[src/rtl/enable_seq_pkg.sv]
// Shared types and helpers for the enable sequencer.
package enable_seq_pkg;

    typedef enum logic [1:0] {
        IDLE = 2'b00,
        RAMP = 2'b01,
        STOP = 2'b11
    } seq_state_t;

    // Width of the stage index; never narrower than one bit.
    function automatic int unsigned stage_idx_w(input int unsigned n_stages);
        return (n_stages <= 2) ? 1 : $clog2(n_stages);
    endfunction

endpackage

[src/rtl/seq_dwell_timer.sv]
// Dwell down-counter: load a value, count to zero, hold at zero (never wraps).
module seq_dwell_timer #(
    parameter int unsigned DWELL_W = 4
) (
    input  logic               CLK,
    input  logic               RST,
    input  logic               load,
    input  logic [DWELL_W-1:0] load_val,
    output logic               expire
);

    logic [DWELL_W-1:0] count_q;

    // Load has priority over counting; the counter parks at zero.
    always_ff @(posedge CLK or posedge RST) begin
        if (RST) begin
            count_q <= '0;
        end else if (load) begin
            count_q <= load_val;
        end else if (count_q != '0) begin
            count_q <= count_q - DWELL_W'(1);
        end
    end

    assign expire = (count_q == '0);

endmodule

[src/rtl/enable_sequencer.sv]
// N-stage thermometer enable sequencer with per-stage dwell, abort and re-arm.
// Optional build macro SEQ_STROBE_PULSE_EN turns OUT_STROBE into a one-cycle
// pulse on STOP entry; by default OUT_STROBE is a level for all of STOP.
module enable_sequencer
    import enable_seq_pkg::*;
#(
    parameter int unsigned N_STAGES = 3,
    parameter int unsigned DWELL_W  = 4
) (
    input  logic                CLK,
    input  logic                RST,
    input  logic                START,
    input  logic                ABORT,
    input  logic                CLR,
    input  logic [DWELL_W-1:0]  DWELL,
    output logic [N_STAGES-1:0] EN,
    output logic                BUSY,
    output logic                OUT_STROBE
);

    localparam int unsigned K_W = stage_idx_w(N_STAGES);
    localparam logic [K_W-1:0] K_ONE  = K_W'(1);
    localparam logic [K_W-1:0] K_LAST = K_W'(N_STAGES - 1);

    seq_state_t         state_q;
    logic [K_W-1:0]     k_q;
    logic [DWELL_W-1:0] dwell_q;

    logic               tmr_load;
    logic [DWELL_W-1:0] tmr_val;
    logic               tmr_expire;
    logic               strobe_c;

    seq_dwell_timer #(
        .DWELL_W (DWELL_W)
    ) u_timer (
        .CLK      (CLK),
        .RST      (RST),
        .load     (tmr_load),
        .load_val (tmr_val),
        .expire   (tmr_expire)
    );

    // Timer control: abort clears, accepted start loads DWELL, stage advance reloads dwell_q.
    always_comb begin
        tmr_load = 1'b0;
        tmr_val  = '0;
        if (ABORT) begin
            tmr_load = 1'b1;
        end else if (state_q == IDLE && START) begin
            tmr_load = 1'b1;
            tmr_val  = DWELL;
        end else if (state_q == RAMP && tmr_expire && k_q != K_LAST) begin
            tmr_load = 1'b1;
            tmr_val  = dwell_q;
        end
    end

    // Sequencer FSM: state, stage index and captured dwell.
    always_ff @(posedge CLK or posedge RST) begin
        if (RST) begin
            state_q <= IDLE;
            k_q     <= K_ONE;
            dwell_q <= '0;
        end else if (ABORT) begin
            state_q <= IDLE;
            k_q     <= K_ONE;
        end else begin
            case (state_q)
                IDLE: begin
                    if (START) begin
                        state_q <= RAMP;
                        k_q     <= K_ONE;
                        dwell_q <= DWELL;
                    end
                end
                RAMP: begin
                    if (tmr_expire) begin
                        if (k_q == K_LAST) begin
                            state_q <= STOP;
                        end else begin
                            k_q <= k_q + K_W'(1);
                        end
                    end
                end
                STOP: begin
                    if (CLR) begin
                        state_q <= IDLE;
                        k_q     <= K_ONE;
                    end
                end
                default: begin
                    state_q <= IDLE;
                    k_q     <= K_ONE;
                end
            endcase
        end
    end

`ifdef SEQ_STROBE_PULSE_EN
    logic stop_seen_q;

    // Remembers that STOP was already occupied last cycle.
    always_ff @(posedge CLK or posedge RST) begin
        if (RST) begin
            stop_seen_q <= 1'b0;
        end else begin
            stop_seen_q <= (state_q == STOP);
        end
    end

    assign strobe_c = (state_q == STOP) && !stop_seen_q;
`else
    assign strobe_c = (state_q == STOP);
`endif

    // Moore output decode from registered state and stage index.
    always_comb begin
        EN         = '0;
        BUSY       = 1'b0;
        OUT_STROBE = 1'b0;
        case (state_q)
            IDLE: EN[0] = 1'b1;
            RAMP: begin
                BUSY = 1'b1;
                for (int unsigned i = 0; i < N_STAGES; i++) begin
                    EN[i] = (i <= 32'(k_q));
                end
            end
            STOP: OUT_STROBE = strobe_c;
            default: EN = '0;
        endcase
    end

endmodule

[config.mk]
export PLATFORM = sky130hd
export DESIGN_NAME = enable_sequencer
export DESIGN_NICKNAME = d
export VERILOG_FILES = /design/src/rtl/enable_seq_pkg.sv /design/src/rtl/seq_dwell_timer.sv /design/src/rtl/enable_sequencer.sv
export SDC_FILE = /design/constraint.sdc
export NUM_CORES = 1
export LEC_CHECK = 0
export ABC_AREA = 1
export CORE_MARGIN = 2
export CORE_UTILIZATION = 45
export CTS_CLUSTER_SIZE = 10
export DETAILED_ROUTE_END_ITERATION = 6
export GPL_TIMING_DRIVEN = 1
export PLACE_DENSITY = 0.72
export SYNTH_ARGS = -nofsm -noshare
export SYNTH_HDL_FRONTEND = slang
export SYNTH_SLANG_ARGS = --single-unit
export TNS_END_PERCENT = 20
[constraint.sdc]
create_clock -name CLK -period 1.3 [get_ports CLK]
set_input_delay 0.26 -clock CLK [delete_from_list [all_inputs] [get_ports CLK]]
set_output_delay 0.26 -clock CLK [all_outputs]
set_load 0.02 [all_outputs]
==> flow_summary.toml <==
[run_status]
status = "finished, violations left"
violations = "negative setup slack"

[yosys]
syn-num-nets = 124
synthTopCellsByCount = "28 x nand2_1, 13 x inv_1, 11 x dfrtp_1"
synthDominantCellAreaShare_pct = 32.7
synth.area.top_cells = "dfrtp_1 33%, nand2_1 12%, ha_1 5.9%"
synth_edf_count = 0
synthXorXnorAreaFrac_pct = 1.04
synth_top_family_by_area = "simple AND/OR/NAND/NOR gates"
async_flop_share_pct = 100
avgSynthCellArea_um2 = 7.59
synth_compound_area_share_pct = 9.51
syn_area_um2 = 842
yosysWarningCount = 0
synthSimpleGateAreaFrac_pct = 39.7
ys_seq_elements = 12
synth_cell_types = 21
synth_top_cell_by_area = "dfrtp_1"
synthCells = 111
synthMuxAreaShare_pct = 0
synthAdderAreaFrac_pct = 5.94
yosysMostFrequentCell = "nand2_1"
ys.flop_type = "dfrtp_1"
synth.yosys.seq_area_share_pct = 35.8

[route]
drt-total-wl_um = 2090
viasPerCell = 4.76
dr.pass1.iters = 4
num_vias = 819
wl_per_cell_um = 12.2
antenna_left = 0
dr.first_iter.drc_count = 9
route.detailed.drc = 0

[worst_setup_path]
cpLargestDelayFamily = "flip-flops"
worstSetupEndpointType = "output pin"
crit_arrival_ns = 1.32
cp.required_ns = 1.04
path_buf_inv = 2
path_class = "flip-flop to output pin"
critPathMaxFanout = 3
cp_slowest_cell = "dfstp_2"
crit_chain = "inv_4 -> ha_2 -> nor2_2 -> buf_6"
worstRegToRegCells = 9
cp_num_cells = 4
critPathLaunchType = "flip-flop"
crit_path_max_incr_delay_ns = 0.56

[clock_tree]
post-cts-setup-buffers = 0
postCtsHoldBufs = 0
worstSkewPairLatency_ns = 0.28
path_clk_slew_ns = 0.09
cts_buffers = 3
cts_tree = "done"
clk_path_buf_depth = 2
clock_sinks = 12
ctsRootBufferMaster = "clkbuf_4"
h-tree-depth = 1

[finish]
drive_above_1_share_pct = 40.8
multi_input_area_um2 = 546
fill_cells = 141
diodes = 0
fin_cells = 172
seq_area_um2 = 302
syn_to_final_growth_pct = 49.8
nets = 161

[timing]
relSlewSlack_pct = 80.2
rsz0062_at_grt = "true"
fin_setup_tns_ns = -1.36
period_share_pct = 121
finalClockSkew_ns = 0.00208
min_period_ns = 1.58
fmax_mhz = 634
setup_violations = 9
tightest_slew_ns = 0.296
worst_hold_slack_ns = 0.258
finalHoldViolCount = 0
fin_ws_ns = -0.278
drv_slew = 0

[global_route]
track_usage_pct = 21.8
busiest_layer = "met2"
use_met2_pct = 36.5
grt_pass1_wl_um = 3350
grt.overflow.total = 0
use_met3_pct = 3.46
antenna_found_initial = 0
grt_max_degree = 13
use_met1_pct = 25.2
grt_pass1_vias = 804

[worst_hold_path]
hp-class = "input port to async pin"

[die]
io_pins = 14
core.rowCount = 15
core_area_um2 = 1750
die_w_um = 47.3
die-area_um2 = 2230
start_util_pct = 48.2
die_h_um = 47.3

[placement]
pre_cts_ws_ns = -0.448
place_hpwl_um = 1490
gp_congestion = 0.784
dp.cells = 168
portBuffers = 13

[power]
peakVddDrop_mv = 1.25
p_leak_nw = 0.633
powerDensity_nw_per_um2 = 1880
p_total_w = 0.00237

[job]
drv_cap = 0
==> cell families (layout without fill, tap and decap cells) <==
family                   after synthesis  count (layout)
XOR/XNOR                               1               1
AND/OR/NAND/NOR                       64              64
adder cells (fa/ha/maj)                4               4
flip-flops                            12              12
AO/OA/AOI/OAI                         13              13
buffers and inverters                 17              53
==> area by class of cell <==
type / instances / share of cell area [%]
inverters: 16 / 4.96
multi-input cells: 82 / 43.3
well taps: 25 / 2.48
flip-flops and latches: 12 / 23.9
clock buffers: 4 / 2.88
repair buffers: 33 / 22.5
==> worst min-delay path: stages <==
cell,delay (ns)
clkdlybuf4s50_1,0.40
inv_1,0.05
buf_4,0.20
==> metrics by stage <==
stage,util (%),cell area [um^2]
global placement,65.8,1150
floorplan,-,845
finish,72.3,1260
global route,72.3,1260
detailed placement,65.8,1150
CTS,67.7,1180
==> placed cells by master, fill, tap and decap left out <==
cell | Yosys | layout
o21ai_4 | 0 | 1
inv_2 | 3 | 3
buf_6 | 0 | 5
xor2_1 | 1 | 1
a21oi_1 | 1 | 1
clkdlybuf4s50_1 | 0 | 8
nand2_4 | 3 | 3
nand3_4 | 0 | 1
ha_1 | 4 | 2
buf_2 | 0 | 1
nor2_1 | 8 | 5
a21oi_2 | 1 | 1
o21ai_2 | 0 | 1
nand2_1 | 28 | 27
clkbuf_8 | 0 | 1
nand2_2 | 4 | 5
o21ai_1 | 5 | 5
inv_1 | 13 | 12
o21ai_0 | 5 | 3
nand3_1 | 8 | 6
a21oi_4 | 1 | 1
dfrtp_1 | 11 | 11
nor2_4 | 4 | 7
inv_4 | 0 | 1
nand3_2 | 0 | 1
buf_4 | 1 | 19
nor3_1 | 1 | 1
clkbuf_4 | 0 | 3
ha_4 | 0 | 1
ha_2 | 0 | 1
nand4_1 | 5 | 5
nor2_2 | 3 | 3
dfstp_2 | 1 | 1
==> report_power, final <==
group	switching, W	leakage (nW)	total, W	internal [W]
Clock	0.000146	0.0210	0.000317	0.000171
Sequential	0.000117	0.151	0.000642	0.000525
Combinational	0.000799	0.461	0.00141	0.000609
==> layer usage <==
layer | routed length, um | share of wire, %
met4 | 48 | 2.3
met1 | 916 | 44
met3 | 58 | 2.8
met5 | 0 | 0
met2 | 1070 | 51
==> state kept, by name, summed over array words and instances, names as in the netlist <==
register,cells
k_q,2
dwell_q,4
state_q,2
u_timer.count_q,4
==> worst paths after layout <==
path                            start                  to  slack [ns]
max reg2reg                    k_q[0]  u_timer.count_q[3]       -0.18
min                               RST  u_timer.count_q[2]        0.26
min reg2reg                dwell_q[2]          dwell_q[2]        0.50
min in group CLK           dwell_q[2]          dwell_q[2]        0.50
max                            k_q[0]               EN[1]       -0.28
max in group asynchronous         RST              k_q[0]        0.81
==> what timing repair did <==
| action | CTS | global route |
|---|---|---|
| endpoints found under the setup margin | 11 | 16 |
| pin swaps | 4 | 2 |
| resized for setup | 26 | 22 |
Note: power is estimated with default switching activity, not from simulation.
